### src/rtl/decode_commit_wait_scheduler_pkg.sv
// Shared definitions for the decode commit-wait scheduler:
// FSM state encodings and the default in-flight window size.
package decode_commit_wait_scheduler_pkg;

  typedef enum logic [1:0] {
    DECSCHED_RUN     = 2'd0,
    DECSCHED_DRAIN   = 2'd1,
    DECSCHED_WAIT_CW = 2'd2
  } decsched_state_t;

  localparam int DECSCHED_MAX_INFLIGHT = 16;

endpackage

### src/rtl/decode_commit_wait_scheduler_inflight_counter.sv
// In-flight instruction counter for the decode scheduler.
// Counts issued-but-uncommitted instructions. An issue and a commit in the
// same cycle cancel out. A commit with nothing in flight is dropped and
// latches a sticky underflow flag. Full also accounts for the instruction
// currently sitting in the output register, which is certain to issue.
module decode_sched_inflight_counter #(
  parameter int MAX_INFLIGHT = 16,
  parameter int CNT_W        = $clog2(MAX_INFLIGHT + 1)
) (
  input  logic             iCLOCK,
  input  logic             iRESET,
  input  logic             iFLUSH,
  input  logic             iISSUE,
  input  logic             iCOMMIT,
  input  logic             iPENDING,
  output logic [CNT_W-1:0] oCOUNT,
  output logic             oFULL,
  output logic             oUNDERFLOW
);

  localparam logic [CNT_W:0]   MAX_C = (CNT_W + 1)'(MAX_INFLIGHT);
  localparam logic [CNT_W-1:0] ONE_C = CNT_W'(1);

  logic [CNT_W-1:0] cnt_q, cnt_d;
  logic             err_q, err_d;
  logic [CNT_W:0]   occupied;

  // Next count: simultaneous issue and commit leave the count unchanged.
  always_comb begin
    cnt_d = cnt_q;
    err_d = err_q;
    if (iISSUE && !iCOMMIT) begin
      cnt_d = cnt_q + ONE_C;
    end else if (!iISSUE && iCOMMIT) begin
      if (cnt_q == '0) begin
        err_d = 1'b1;
      end else begin
        cnt_d = cnt_q - ONE_C;
      end
    end
  end

  // Count and sticky error registers; flush discards all accounting.
  always_ff @(posedge iCLOCK or posedge iRESET) begin
    if (iRESET) begin
      cnt_q <= '0;
      err_q <= 1'b0;
    end else if (iFLUSH) begin
      cnt_q <= '0;
      err_q <= 1'b0;
    end else begin
      cnt_q <= cnt_d;
      err_q <= err_d;
    end
  end

  assign occupied   = {1'b0, cnt_q} + {{CNT_W{1'b0}}, iPENDING};
  assign oFULL      = (occupied >= MAX_C);
  assign oCOUNT     = cnt_q;
  assign oUNDERFLOW = err_q;

endmodule

### src/rtl/decode_commit_wait_scheduler.sv
// Issue scheduler between decode and dispatch.
// Registers decoded instructions with one cycle of latency, bounds the
// issued-but-uncommitted window and serialises commit-wait instructions
// (drain window, issue alone, hold until it commits).
// Optional feature macro: DECODE_SCHED_STALL_CNT_EN adds oSTALL_CYCLES,
// a saturating count of scheduler-caused upstream stall cycles.
module decode_commit_wait_scheduler
  import decode_commit_wait_scheduler_pkg::*;
#(
  parameter int  DATA_W       = 64,
  parameter int  MAX_INFLIGHT = DECSCHED_MAX_INFLIGHT,
  localparam int CNT_W        = $clog2(MAX_INFLIGHT + 1)
) (
  input  logic              iCLOCK,
  input  logic              iRESET,
  input  logic              iFREE_DEFAULT,
  input  logic              iPREVIOUS_VALID,
  input  logic              iPREVIOUS_COMMIT_WAIT,
  input  logic [31:0]       iPREVIOUS_PC,
  input  logic [DATA_W-1:0] iPREVIOUS_DATA,
  output logic              oPREVIOUS_LOCK,
  output logic              oNEXT_VALID,
  output logic              oNEXT_COMMIT_WAIT,
  output logic [31:0]       oNEXT_PC,
  output logic [DATA_W-1:0] oNEXT_DATA,
  input  logic              iNEXT_LOCK,
  input  logic              iCOMMIT_VALID,
  output logic [CNT_W-1:0]  oINFLIGHT,
  output logic              oCOUNT_ERROR
`ifdef DECODE_SCHED_STALL_CNT_EN
  ,
  output logic [31:0]       oSTALL_CYCLES
`endif
);

  decsched_state_t   state_q, state_d;
  logic              vld_q;
  logic              cw_q;
  logic [31:0]       pc_q;
  logic [DATA_W-1:0] data_q;
  logic              lock;
  logic              accept;
  logic              issue;
  logic              full;
  logic              drained;
  logic [CNT_W-1:0]  inflight;

  assign drained = !vld_q && (inflight == '0);
  assign accept  = iPREVIOUS_VALID && !lock;
  assign issue   = vld_q && !iNEXT_LOCK;

  // Upstream lock and next state; a CW only gets through from an empty pipe.
  always_comb begin
    state_d = state_q;
    lock    = 1'b1;
    case (state_q)
      DECSCHED_RUN: begin
        lock = iNEXT_LOCK || full || (iPREVIOUS_VALID && iPREVIOUS_COMMIT_WAIT);
        if (iPREVIOUS_VALID && iPREVIOUS_COMMIT_WAIT) state_d = DECSCHED_DRAIN;
      end
      DECSCHED_DRAIN: begin
        lock = !(drained && !iNEXT_LOCK);
        if (iPREVIOUS_VALID && drained && !iNEXT_LOCK) state_d = DECSCHED_WAIT_CW;
      end
      DECSCHED_WAIT_CW: begin
        lock = 1'b1;
        if (drained) state_d = DECSCHED_RUN;
      end
      default: begin
        lock    = 1'b1;
        state_d = DECSCHED_RUN;
      end
    endcase
  end

  // Scheduler state register.
  always_ff @(posedge iCLOCK or posedge iRESET) begin
    if (iRESET) begin
      state_q <= DECSCHED_RUN;
    end else if (iFREE_DEFAULT) begin
      state_q <= DECSCHED_RUN;
    end else begin
      state_q <= state_d;
    end
  end

  // Output register: loads whenever downstream is free, a bubble if not accepted.
  always_ff @(posedge iCLOCK or posedge iRESET) begin
    if (iRESET) begin
      vld_q  <= 1'b0;
      cw_q   <= 1'b0;
      pc_q   <= '0;
      data_q <= '0;
    end else if (iFREE_DEFAULT) begin
      vld_q  <= 1'b0;
      cw_q   <= 1'b0;
      pc_q   <= '0;
      data_q <= '0;
    end else if (!iNEXT_LOCK) begin
      vld_q  <= accept;
      cw_q   <= iPREVIOUS_COMMIT_WAIT;
      pc_q   <= iPREVIOUS_PC;
      data_q <= iPREVIOUS_DATA;
    end
  end

  decode_sched_inflight_counter #(
    .MAX_INFLIGHT (MAX_INFLIGHT),
    .CNT_W        (CNT_W)
  ) u_inflight (
    .iCLOCK     (iCLOCK),
    .iRESET     (iRESET),
    .iFLUSH     (iFREE_DEFAULT),
    .iISSUE     (issue),
    .iCOMMIT    (iCOMMIT_VALID),
    .iPENDING   (vld_q),
    .oCOUNT     (inflight),
    .oFULL      (full),
    .oUNDERFLOW (oCOUNT_ERROR)
  );

`ifdef DECODE_SCHED_STALL_CNT_EN
  logic [31:0] stall_q;

  // Saturating count of cycles the scheduler itself held a valid instruction.
  always_ff @(posedge iCLOCK or posedge iRESET) begin
    if (iRESET) begin
      stall_q <= '0;
    end else if (iFREE_DEFAULT) begin
      stall_q <= '0;
    end else if (iPREVIOUS_VALID && lock && !iNEXT_LOCK && (stall_q != '1)) begin
      stall_q <= stall_q + 32'd1;
    end
  end

  assign oSTALL_CYCLES = stall_q;
`endif

  assign oPREVIOUS_LOCK    = lock;
  assign oNEXT_VALID       = vld_q;
  assign oNEXT_COMMIT_WAIT = cw_q;
  assign oNEXT_PC          = pc_q;
  assign oNEXT_DATA        = data_q;
  assign oINFLIGHT         = inflight;

endmodule

### config.mk
export PLATFORM = sky130hd
export DESIGN_NAME = decode_commit_wait_scheduler
export DESIGN_NICKNAME = d
export VERILOG_FILES = /design/src/rtl/decode_commit_wait_scheduler_pkg.sv /design/src/rtl/decode_commit_wait_scheduler_inflight_counter.sv /design/src/rtl/decode_commit_wait_scheduler.sv
export SDC_FILE = /design/constraint.sdc
export NUM_CORES = 1
export LEC_CHECK = 0
export CORE_MARGIN = 1
export CORE_UTILIZATION = 38
export CTS_CLUSTER_SIZE = 10
export DETAILED_ROUTE_END_ITERATION = 8
export PLACE_DENSITY = 0.78
export REMOVE_ABC_BUFFERS = 1
export SKIP_CTS_REPAIR_TIMING = 1
export SYNTH_ARGS = -nofsm -noshare
export SYNTH_HDL_FRONTEND = slang
export SYNTH_SLANG_ARGS = --single-unit
### constraint.sdc
create_clock -name iCLOCK -period 4.6 [get_ports iCLOCK]
set_input_delay 1.15 -clock iCLOCK [delete_from_list [all_inputs] [get_ports iCLOCK]]
set_output_delay 1.15 -clock iCLOCK [all_outputs]
set_load 0.05 [all_outputs]
== Yosys cells after proc, flatten, opt, wreduce, memory -nomap -nowiden ==
Index checks and enable logic that the tools add are counted.

* Output and inout bits: 105
* Flip-flop bits (word level): 106
* Input bits: 103
* Word-level logic and storage cells: 66

* Reductions and logical operators: 25
* Order comparisons: 1
* Multiplexer cells: 22
* Equality and inequality tests: 8
* Add/subtract/negate cells: 3

{| class="wikitable"
|+ Operator list
! cell !! number
|-
| 64-bit 2-to-1 mux || 2
|-
| 32-bit 2-to-1 mux || 2
|-
| 5-bit 2-to-1 mux || 4
|-
| 1-bit logical AND || 9
|-
| 3-bit != test, second input constant || 3
|-
| 1-bit 2-to-1 mux || 8
|-
| 2-bit 2-to-1 mux || 4
|-
| 5-bit by 1-bit adder with 6-bit output || 1
|-
| 6-bit by 5-bit greater-or-equal comparator with 1-bit output, second input constant || 1
|-
| 1-bit zero test || 6
|-
| 2-bit one-hot mux with 3 select lines || 1
|-
| 3-bit AND reduction || 2
|-
| 5-bit by 1-bit adder with 5-bit output, second input constant || 1
|-
| 5-bit zero test || 1
|-
| 5-bit by 1-bit subtractor with 5-bit output, second input constant || 1
|-
| 2-bit != test, second input constant || 2
|-
| 2-bit nonzero test || 2
|-
| 3-bit by 2-bit != test with 1-bit output, second input constant || 1
|-
| 3-bit nonzero test || 1
|-
| 2-bit by 1-bit == test with 1-bit output, second input constant || 1
|-
| 2-bit == test, second input constant || 1
|-
| 2-bit zero test || 1
|-
| 1-bit logical OR || 2
|-
| 1-bit one-hot mux with 2 select lines || 1
|-
| 2-bit AND reduction || 1
|}

== Logic depth before layout (Yosys ltp) ==
Gate-level depths: netlist (run 1).

* Depth in word-level cells: 9
* Mapped depth: 8
* Gate-level depth less buffers: 8

== By module ==
Synthesis (run 1) repeated with hierarchy kept, for this count alone.

* Cell total of the unflattened synthesis: 384
* Area total of the unflattened synthesis: 4664.5 um2

{| class="wikitable"
|+ By module, submodules not included
! module !! cells each !! seq. area each (um2) !! instances !! area each (um2)
|-
| decode_commit_wait_scheduler || 335 || 2502.4 || 1 || 4184.0
|-
| decode_sched_inflight_counter || 49 || 150.1 || 1 || 480.5
|}

== Worst setup path before layout (run 1) ==
No wires, ideal clock.

* Path kind: input-to-output
* Start: in iNEXT_LOCK
* End: out oPREVIOUS_LOCK
* Data arrival time: 2.068 ns
* Setup slack: 1.382 ns
* Required time: 3.450 ns
* Stages on the path: 3
* Cell sequence: clkbuf_1 > buf_2 > a211o_1

* Cells in the longest elaborated chain, start to end: 4

{| class="wikitable"
|+ RTL lines
! item !! line !! RTL
|-
| start: declaration || decode_commit_wait_scheduler.sv:26 || <nowiki>input logic iNEXT_LOCK,</nowiki>
|-
| 1-bit zero test || n/a ||
|-
| 1-bit logical AND || decode_commit_wait_scheduler.sv:62 || <nowiki>lock = !(drained && !iNEXT_LOCK);</nowiki>
|-
| 1-bit zero test || decode_commit_wait_scheduler.sv:62 ||
|-
| 1-bit one-hot mux with 2 select lines (*) || decode_commit_wait_scheduler.sv:56 || <nowiki>case (state_q)</nowiki>
|-
| end: declaration || decode_commit_wait_scheduler.sv:21 || <nowiki>output logic oPREVIOUS_LOCK,</nowiki>
|}

Every way passes the cells marked *; elsewhere a longest branch is shown, timed or not.

== Worst setup path after layout (run 1) ==
* Start: in iPREVIOUS_VALID
* End: out oPREVIOUS_LOCK

* Cells in the longest elaborated chain, start to end: 3

{| class="wikitable"
|+ RTL lines
! item !! line !! RTL
|-
| start: declaration || decode_commit_wait_scheduler.sv:17 || <nowiki>input logic iPREVIOUS_VALID,</nowiki>
|-
| 1-bit logical AND || decode_commit_wait_scheduler.sv:58 || <nowiki>lock = iNEXT_LOCK || full || (iPREVIOUS_VALID && iPREVIOUS_COMMIT_WAIT);</nowiki>
|-
| 1-bit logical OR || decode_commit_wait_scheduler.sv:58 ||
|-
| 1-bit one-hot mux with 2 select lines || decode_commit_wait_scheduler.sv:56 ||
|}

No other way between the ends.

==> summary.md, run 1 <==
| Metric | Value |
|---|---|
| Worst clock skew | `between 0.006 and 0.007 ns` |
| Largest net degree at the start of global routing | `93` |
| GPL Wtd Cong | `0.755` |
| Max FO, Critical Path | `2` |
| Initial drt markers | `155` |
| Layout area overhead | `54.8%` |
| Most common cell in the synthesized netlist | `dfrtp_1` |
| Slowest CP cell | `clkdlybuf4s50_1` |
| H-tree depth | `3` |
| Crit path cell chain | `clkdlybuf4s50_1, nand2_1, o211ai_1, a211o_1, clkdlybuf4s50_1` |
| Sw Pwr | `0.000865 W` |
| CTS tree | `done` |
| VDD IR max | `between 200 and 300 uV` |
| Crit end category | `output pin` |
| R2r worst-path depth | `8` |
| Placeable Area | `approximately 11000 sq um` |
| R2R Path Start | `oNEXT_VALID$_DFFE_PP0P_` |
| # DRC | `0` |
| Die height | `approximately 110 um` |
| Root Buffer | `clkbuf_16` |
| Detail Route met3 WL | `474 um` |
| Final number of max-transition violations | `0` |
| IO Port Bufs | `roughly 210` |
| Tmin final | `between 3 and 4 ns` |
| Hold/Removal Path Class | `register to register` |
| Synth Area in XOR/XNOR | `less than 1%` |
| CTS Buf Count | `9` |
| Final setup vio count | `0` |
| Synth Area in Adders | `under 10%` |
| Delay-heaviest family, CP | `buffers and inverters` |
| Top-area cell type share of the netlist area | `between 50% and 60%` |
| NumNets Final | `689` |
| RSZ-0062 raised after global routing | `no` |
| Combinational share of power | `between 30% and 40%` |
| Final Util | `between 60% and 70%` |
| Kind of start point of the critical path | `input pin` |
| Reg2Reg Capture Point | `u_inflight.oCOUNT[4]$_DFFE_PP0P_` |
| Antenna viol nets, final | `0` |
| Power Internal | `0.00170 W` |
| Sequential power share | `between 40% and 50%` |
| Total power | `0.00257 W` |
| Post-DP HPWL | `roughly 8000 um` |
| Top_reg_cell synth | `dfrtp_1` |
| Layout cells sized above 1 | `3.75%` |
| Overflow after GRT | `0` |
| Initial Util | `39.1%` |
| Post-Route WL | `11300 um` |
| Post-synth EDFFs | `0` |
| R2R setup slack | `between 2 and 2.5 ns` |
| Met2 WL | `around 5700 um` |
| Critical path's most frequent cell | `clkdlybuf4s50_1` |
| Max-slew headroom | `approximately a quarter` |
| Sw Share | `approximately a third` |
| Cell Rows | `39` |
| Vias/cell | `4.87` |
| Number of diodes | `0` |
| Area leader, netlist | `dfrtp_1` |
| Register area share after synthesis | `between 50% and 60%` |
| Number of buffer and inverter stages on the critical path | `2` |
| Max Cap Viol | `0` |
| Highest Signal Layer | `met4` |
| Final worst path period share | `between 80% and 90%` |
| DR WL/cell | `around 15 um` |
| Die width | `110 um` |
| First-pass GRT wire length | `18800 um` |
| Multiplexer share of the synthesized area | `around 22%` |
| Number of global-route vias before repair | `about 3.6k` |
| Arrival time at the worst endpoint | `around 2.8 ns` |
| Largest family of logic cells by synthesized area | `multiplexers` |
| Synth Warn # | `0` |
| Seq cells post-synth | `106` |
| Final hold vios | `0` |
| Post-synthesis simple-gate area fraction | `between 10% and 20%` |
| Hold Path Origin | `state_q[1]$_DFFE_PP0P_` |
| Ranking of synthesized cells by area | `dfrtp_1 (59%), mux2i_1 (22%), nor2_1 (8.4%)` |
| Status | `finished clean` |
| Die footprint | `12200 sq um` |
| DRT Pass-1 Iters | `5` |
| Static leakage | `around 3.2 nW` |
| Avg Inst Size Synth | `around 12 sq um` |
| CP required | `3.45 ns` |
| Syn Inst Count | `around 380` |
| PwrDens | `approximately 370 nW/um^2` |
| Hold path depth | `1` |
| F_max | `approximately 0.26 GHz` |
| Clk pin slew, worst setup/hold paths | `0.06 ns` |
| Final setup TNS | `0 ns` |
| Ys async rst share | `100%` |
| Worst hold endpoint | `state_q[0]$_DFFE_PP0P_` |
| Synthesized cell area | `between 4000 and 5000 sq um` |
| CTS sink cnt | `roughly 110` |
| Yosys cell types | `34` |
| Number of I/O pins | `208` |
| Global-route usage over all layers | `19.0%` |
| Routed vias | `3552` |
| Post-synthesis compound-gate area fraction | `~2.8%` |
| Clock power share | `between 20% and 30%` |
| CTS max path bufs | `2` |
| CP Class | `input pin to output pin` |
| Worst-Skew Late Latency | `around 0.33 ns` |
| Initial antenna violation count | `0` |
| Worst path max stage delay | `approximately 0.7 ns` |
| Routed length on met1 | `between 4000 and 5000 um` |
| Synth cell count leaders | `dfrtp_1 (106), nor2_1 (100), mux2i_1 (97)` |
| Slew @ Worst Pin | `approximately 1.1 ns` |
## layer usage
metal  vias to the layer above  track usage (%)
met1                      1721             23.6
met3                        18             3.40
met4                         0             7.56
met2                       111             32.8
met5                         -                0
li1                       1702                -
## cell type report
cell class | count | area, sq um
Clock inverter | 4 | 28.8
Sequential cell | 106 | 2650
Tap cell | 143 | 179
Fill cell | 940 | 4500
Timing Repair Buffer | 211 | 2100
Clock buffer | 12 | 236
Inverter | 3 | 13.8
Multi-Input combinational cell | 251 | 1710
## how the worst max path moves through the flow
stage | start | endpoint | slack, ns | cells after the start
final | iPREVIOUS_VALID | oPREVIOUS_LOCK | 0.70 | 5
after global routing | iPREVIOUS_COMMIT_WAIT | oPREVIOUS_LOCK | 0.62 | 5
after CTS | iPREVIOUS_COMMIT_WAIT | oPREVIOUS_LOCK | 0.69 | 5
after detailed placement | iPREVIOUS_COMMIT_WAIT | oPREVIOUS_LOCK | 0.70 | 5
after global placement | iPREVIOUS_VALID | oPREVIOUS_LOCK | 0.70 | 5
after floorplan | iRESET | oNEXT_COMMIT_WAIT$_DFFE_PP0P_ | 0.66 | 1
## placed cells by master (no fill, tap or decap), types with 2 or more instances in the layout
| cell | instances |
|---|---|
| o21ai_0 | 3 |
| clkdlybuf4s50_1 | 205 |
| inv_1 | 2 |
| nand2_1 | 5 |
| a21oi_1 | 6 |
| nor3_1 | 8 |
| clkbuf_1 | 3 |
| clkbuf_16 | 9 |
| nand2b_1 | 2 |
| clkinvlp_4 | 2 |
| dfrtp_1 | 106 |
| nand3b_1 | 2 |
| mux2i_1 | 97 |
| ha_1 | 3 |
| nand3_1 | 5 |
| nor2_1 | 100 |
| buf_4 | 6 |
| a21o_1 | 2 |
## stage by stage
stage / hold WS, ns / instance area, sq um / worst slack, ns / instances
3_3_place_gp: 0.475 / 6650 / 0.703 / 714
6_report: 0.506 / 6920 / 0.697 / 730
4_1_cts: 0.503 / 6920 / 0.694 / 730
5_1_grt: 0.539 / 6920 / 0.617 / 730
3_5_place_dp: 0.471 / 6650 / 0.703 / 714
2_1_floorplan: 0.439 / 4380 / 0.661 / 360
## kinds of logic after synthesis
kind of cell / Yosys count
AO/OA/AOI/OAI: 19
XOR/XNOR: 2
adder cells (fa/ha/maj): 4
buffers and inverters: 27
flip-flops: 106
multiplexers: 97
AND/OR/NAND/NOR: 129
## worst register-to-register path: cells and delay by family, from the launching register on
family | cells | cell delay, ns
simple gates | 5 | 1.04
buf+inv | 1 | 0.23
flops | 1 | 0.41
compound gates | 1 | 0.16
fa+ha+maj | 1 | 0.38
## flip-flops by register name, summed over array words and instances, names as in the netlist
register	flops
oNEXT_PC	32
oNEXT_COMMIT_WAIT	1
u_inflight.oUNDERFLOW	1
u_inflight.oCOUNT	5
oNEXT_VALID	1
state_q	2
oNEXT_DATA	64
## power by group through the flow
stage | clock [W] | sequential (W) | combinational, W
CTS | 0.000709 | 0.00107 | 0.000815
floorplan | 0 | 0.00132 | 0.000247
global placement | 0 | 0.00109 | 0.000795
global route | 0.000751 | 0.00108 | 0.000874
detailed placement | 0 | 0.00109 | 0.000812
finish | 0.000686 | 0.00107 | 0.000810
No activity file was read; power rests on OpenSTA's default activity.
==> run 2, diff against run 1 <==
clock period = 3.7 ns   (was 4.6 ns; I/O delays follow)
==> run 2 against run 1 <==
Against the previous run:
- global-route usage hardly changed
- sequential share of layout area is 0.38 points lower
- critical path depth stayed put
- cell area is 0.99% higher
- first-iteration DRC count is 9.0% lower
- combinational power is 25% higher
- clock power is 45% higher
- utilization is 0.60 points higher
- non-clock buffer count stayed put
- power is 30% higher
- critical path type unchanged
==> summary.md, run 2 (synthesized netlist as in run 1, its figures left out) <==
| Metric | Value |
|---|---|
| Layout cells sized above 1 | `3.92% (+0.18 points)` |
| Antenna viol nets, final | `0 (unchanged)` |
| Placeable Area | `11400 sq um (unchanged)` |
| Clk pin slew, worst setup/hold paths | `0.07 ns (about the same)` |
| # DRC | `0 (unchanged)` |
| Max-slew headroom | `43.4% (+19 points)` |
| Cell Rows | `39 (unchanged)` |
| DR WL/cell | `15.7 um (+1.3%)` |
| Root Buffer | `clkbuf_16` |
| Area post-placement | `6680 sq um (+0.38%)` |
| Layout area overhead | `56.4%` |
| Most frequent cells in the layout | `clkdlybuf4s50_1 (205), dfrtp_1 (106), nor2_1 (100)` |
| Final setup TNS | `0 ns (unchanged)` |
| Hold/Removal Path Class | `register to register` |
| CTS Buf Count | `9 (unchanged)` |
| Vias/cell | `4.84 (-0.57%)` |
| Post-Route WL | `11400 um (+1.1%)` |
| CTS sink cnt | `106 (unchanged)` |
| H-tree depth | `3 (unchanged)` |
| Max Cap Viol | `0 (unchanged)` |
| R2R setup slack | `1.44 ns (-0.88 ns)` |
| Final number of max-transition violations | `0 (unchanged)` |
| Die width | `110 um (unchanged)` |
| Initial antenna violation count | `0 (unchanged)` |
| Hold Path Origin | `state_q[1]$_DFFE_PP0P_` |
| Hold Slack | `0.487 ns (-0.0189 ns)` |
| Design area | `6990 sq um (+0.99%)` |
| Worst clock skew | `0.00404 ns (-0.00222 ns)` |
| Slew @ Worst Pin | `0.849 ns (-0.287 ns)` |
| Max FO, Critical Path | `2 (unchanged)` |
| Delay-heaviest family, CP | `buffers and inverters` |
| Largest net degree at the start of global routing | `67 (-28%)` |
| Hold path depth | `1 (unchanged)` |
| Final setup vio count | `0 (unchanged)` |
| Final Util | `61.2% (+0.60 points)` |
| Worst hold endpoint | `state_q[0]$_DFFE_PP0P_` |
| Post-DP HPWL | `8190 um (+2.1%)` |
| NumNets Final | `689 (unchanged)` |
| CTS max path bufs | `2 (unchanged)` |
| Placement-stage worst setup slack | `0.240 ns (-0.462 ns)` |
| RSZ-0062 raised after global routing | `no` |
| Die footprint | `12200 sq um (unchanged)` |
| Slowest CP cell | `clkdlybuf4s50_1` |
| PwrDens | `478 nW/um^2 (+29%)` |
| Number of buffer and inverter stages on the critical path | `2 (unchanged)` |
| Number of diodes | `0 (unchanged)` |
| Worst-Skew Late Latency | `0.33 ns (about the same)` |
| Kind of start point of the critical path | `input pin` |
| GPL Wtd Cong | `0.736 (-2.6%)` |
| Worst path max stage delay | `0.70 ns (about the same)` |
| Routed vias | `3527 (-0.70%)` |
| Critical path's most frequent cell | `clkdlybuf4s50_1` |
| VDD IR max | `363 uV (+24%)` |
| F_max | `0.289 GHz` |
| Overflow after GRT | `0 (unchanged)` |
| Arrival time at the worst endpoint | `2.54 ns (-0.21 ns)` |
| Status | `finished clean` |
| Crit path cell chain | `clkdlybuf4s50_1, nand2_1, o211ai_1, a211o_1, clkdlybuf4s50_1` |
| Max reg flops | `64 (unchanged)` |
| Final WS setup | `0.239 ns (-0.457 ns)` |
| DRT Pass-1 Iters | `4 (-1)` |
| Die height | `110 um (unchanged)` |
| IO Port Bufs | `207 (unchanged)` |
| Final hold vios | `0 (unchanged)` |
| CTS tree | `done` |
| Tmin final | `~3.5 ns` |
| Crit end category | `output pin` |
| First-pass GRT wire length | `18700 um (-0.40%)` |
| R2R Path Start | `oNEXT_VALID$_DFFE_PP0P_` |
| Reg2Reg Capture Point | `u_inflight.oCOUNT[4]$_DFFE_PP0P_` |
| R2r worst-path depth | `8 (unchanged)` |
| CP Class | `input pin to output pin` |
| CP required | `2.77 ns (-0.68 ns)` |
| Static leakage | `3.26 nW (+0.96%)` |
| Number of global-route vias before repair | `3618 (-0.74%)` |
| Global-route usage over all layers | `19.0% (-0.038 points)` |
| Initial Util | `39.1% (unchanged)` |
| Final worst path period share | `roughly 94%` |
| Number of I/O pins | `208 (unchanged)` |
| Initial drt markers | `141 (-9.0%)` |
| Leading cell type in the layout, fill and taps excluded | `clkdlybuf4s50_1` |
| Critical path depth | `5 (unchanged)` |
## run 2: changes by cell type in the layout (fill, tap and decap cells not counted)
cell       previous run  this run
clkinv_4              1         0
clkbuf_1              3         1
buf_12                0         2
buf_4                 6         4
bufinv_16             0         2
## run 2: worst max path at each step
stage / from / endpoint / slack, ns
after detailed placement: iPREVIOUS_COMMIT_WAIT / oPREVIOUS_LOCK / 0.24
after floorplan: iRESET / oNEXT_COMMIT_WAIT$_DFFE_PP0P_ / -0.01
after global placement: iPREVIOUS_VALID / oPREVIOUS_LOCK / 0.26
after CTS: iPREVIOUS_COMMIT_WAIT / oPREVIOUS_LOCK / 0.23
final: iPREVIOUS_VALID / oPREVIOUS_LOCK / 0.24
after global routing: iPREVIOUS_COMMIT_WAIT / oPREVIOUS_LOCK / 0.18
## run 2: final cells by class
type	instances	area [sq um]
fillers	947	4430
flip-flops and latches	106	2650
repair buffers	211	2120
multi-input cells	251	1710
clock buffers	10	229
well taps	143	179
clock inverters	5	80.1
inverters	3	13.8
## run 2: routing by layer
metal | global-route usage, % | up-vias | wire [um]
li1 | - | 1700 | -
met1 | 23.2 | 1703 | 4890
met2 | 33.2 | 110 | 5830
met3 | 3.95 | 14 | 526
met4 | 6.67 | 0 | 189
met5 | 0 | - | 0
## run 2: stage by stage
step	total power [W]	instances
5_1_grt	0.00349	729
6_report	0.00334	729
4_1_cts	0.00337	729
3_3_place_gp	0.00234	714
2_1_floorplan	0.00195	360
3_5_place_dp	0.00237	714
## run 2: power by group
part / switching, W / internal (W)
sequential: 0.0000891 / 0.00125
clock: 0.000403 / 0.000589
combinational: 0.000595 / 0.000418
total: 0.00109 / 0.00225
==> run 3, diff against run 2 <==
CORE_ASPECT_RATIO = 0.7   (was default)
CTS_BUF_LIST = sky130_fd_sc_hd__clkbuf_16   (was default)
clock period = 4.3 ns   (was 3.7 ns; I/O delays follow)
==> run 3 against run 2 <==
Against the previous run:
- power is 16% lower
- die area about the same
- combinational power shrank 14%
- critical path depth stayed put
- cell area decreased by 0.41%
- global-route usage up 1.6 points
- via count is 2.6% higher
==> summary.md, run 3 (synthesized netlist as in run 1, its figures left out) <==
| Metric | Value |
|---|---|
| Status | `finished clean` |
| R2R Path Start | `oNEXT_VALID$_DFFE_PP0P_` |
| Slew @ Worst Pin | `1.05 ns (+0.199 ns)` |
| CTS sink cnt | `106 (unchanged)` |
| Number of I/O pins | `208 (unchanged)` |
| Filler cell count | `904 (-4.5%)` |
| Leading cell type in the layout, fill and taps excluded | `clkdlybuf4s50_1` |
| Overflow after GRT | `0 (unchanged)` |
| Initial drt markers | `132 (-6.4%)` |
| DR WL/cell | `16.5 um (+4.9%)` |
| CP Class | `input pin to output pin` |
| Number of global-route vias before repair | `3682 (+1.8%)` |
| Most frequent cells in the layout | `clkdlybuf4s50_1 (205), dfrtp_1 (106), nor2_1 (100)` |
| H-tree depth | `3 (unchanged)` |
| CTS max path bufs | `2 (unchanged)` |
| Worst hold endpoint | `u_inflight.oUNDERFLOW$_DFFE_PP0P_` |
| Die width | `132 um (+19%)` |
| Hold/Removal Path Class | `register to register` |
| Total power | `0.00281 W (-16%)` |
| R2r worst-path depth | `8 (unchanged)` |
| Cell Rows | `32 (-18%)` |
| Area post-placement | `6670 sq um (about the same)` |
| DRT Pass-1 Iters | `4 (unchanged)` |
| First-pass GRT wire length | `19600 um (+4.6%)` |
| Final setup TNS | `0 ns (unchanged)` |
| Largest net degree at the start of global routing | `87 (+30%)` |
| Clk pin slew, worst setup/hold paths | `0.06 ns (about the same)` |
| Tmin final | `3.83 ns` |
| Final WS setup | `0.472 ns (+0.232 ns)` |
| Die footprint | `12200 sq um (about the same)` |
| CTS Buf Count | `9 (unchanged)` |
| Worst clock skew | `0.00377 ns (-0.000261 ns)` |
| GPL Wtd Cong | `0.850 (+16%)` |
| Final number of max-transition violations | `0 (unchanged)` |
| Kind of start point of the critical path | `input pin` |
| Vias/cell | `4.89 (+1.1%)` |
| Antenna viol nets, final | `0 (unchanged)` |
| Root Buffer | `clkbuf_16` |
| Final Util | `62.1% (+0.88 points)` |
| RSZ-0062 raised after global routing | `no` |
| CP required | `3.22 ns (+0.45 ns)` |
| Initial Util | `39.9% (+0.73 points)` |
| Number of diodes | `0 (unchanged)` |
| Placement-stage worst setup slack | `0.490 ns (+0.250 ns)` |
| Placeable Area | `11200 sq um (-1.8%)` |
| Layout area overhead | `55.7%` |
| Worst-Skew Late Latency | `0.33 ns (about the same)` |
| Area occupied by multi-input gates | `1710 sq um (unchanged)` |
| Reg area | `2650 sq um (unchanged)` |
| Crit end category | `output pin` |
| Initial antenna violation count | `0 (unchanged)` |
| Max Cap Viol | `0 (unchanged)` |
| Global-route usage over all layers | `20.6% (+1.6 points)` |
| Routed vias | `3619 (+2.6%)` |
| Post-DP HPWL | `8780 um (+7.3%)` |
| Post-Route WL | `12200 um (+6.5%)` |
| Max-slew headroom | `30.1% (-13 points)` |
| # DRC | `0 (unchanged)` |
| CTS tree | `done` |
| Layout cells sized above 1 | `3.92% (-0.0067 points)` |
| Final hold vios | `0 (unchanged)` |
| VDD IR max | `321 uV (-12%)` |
| Final setup vio count | `0 (unchanged)` |
| Final worst path period share | `between 80% and 90%` |
| R2R setup slack | `2.01 ns (+0.57 ns)` |
| Arrival time at the worst endpoint | `2.75 ns (+0.21 ns)` |
| PwrDens | `404 nW/um^2 (-15%)` |
| Static leakage | `3.25 nW (-0.51%)` |
| F_max | `approximately 0.26 GHz` |
| Die height | `92.7 um (-16%)` |
| IO Port Bufs | `207 (unchanged)` |
| Worst setup path start | `iPREVIOUS_VALID` |
| NumNets Final | `690 (+0.15%)` |
| Max reg flops | `64 (unchanged)` |
| Hold Path Origin | `u_inflight.oUNDERFLOW$_DFFE_PP0P_` |
| Reg2Reg Capture Point | `u_inflight.oCOUNT[4]$_DFFE_PP0P_` |
| Hold path depth | `2 (+1)` |
| Max FO, Critical Path | `2 (unchanged)` |
| Design area | `6960 sq um (-0.41%)` |
[run 3: cell types whose count changed in the layout (fill, tap and decap cells not counted)]
cell        delta
buf_4          +3
bufinv_16      -1
clkbuf_1       -1
inv_1          +1
clkinv_1       +1
clkinvlp_4     +1
clkinv_2       -1
buf_12         -2
[run 3: layer usage]
metal  GRT usage, %  share of wire (%)
met2           33.0                 47
met1           27.9                 46
met4           4.65               0.98
met3           5.64                6.0
met5              0                  0
[run 3: worst max-delay path, cell delays in order]
cell and delay [ns]:
clkdlybuf4s50_1 0.43, nand2_1 0.11, o211ai_1 0.09, a211o_1 0.33, clkdlybuf4s50_1 0.72
[run 3: cell type report]
type                    instances  area share (%)
flip-flops and latches        106            38.1
well taps                     153            2.75
clock buffers                   9            3.24
inverters                       3           0.198
repair buffers                212            30.2
multi-input cells             251            24.6
clock inverters                 6           0.863
[run 3: report_power, final]
group | leakage (nW) | total, W | switching, W | internal (W)
clock | 0.132 | 0.000788 | 0.000345 | 0.000444
sequential | 1.41 | 0.00115 | 0.0000805 | 0.00107
combinational | 1.70 | 0.000873 | 0.000516 | 0.000357
total | 3.25 | 0.00281 | 0.000941 | 0.00187
[run 3: how the worst max path moves through the flow]
stage / end / cells past startpoint
floorplan: oNEXT_COMMIT_WAIT$_DFFE_PP0P_ / 1
global placement: oPREVIOUS_LOCK / 5
detailed placement: oPREVIOUS_LOCK / 5
CTS: oPREVIOUS_LOCK / 5
global route: oPREVIOUS_LOCK / 5
finish: oPREVIOUS_LOCK / 5
[run 3: through the flow]
stage	hold slack, ns	instances
after detailed placement	0.494	725
after global routing	0.533	740
final	0.500	740
after CTS	0.505	740
after global placement	0.478	725
after floorplan	0.439	360
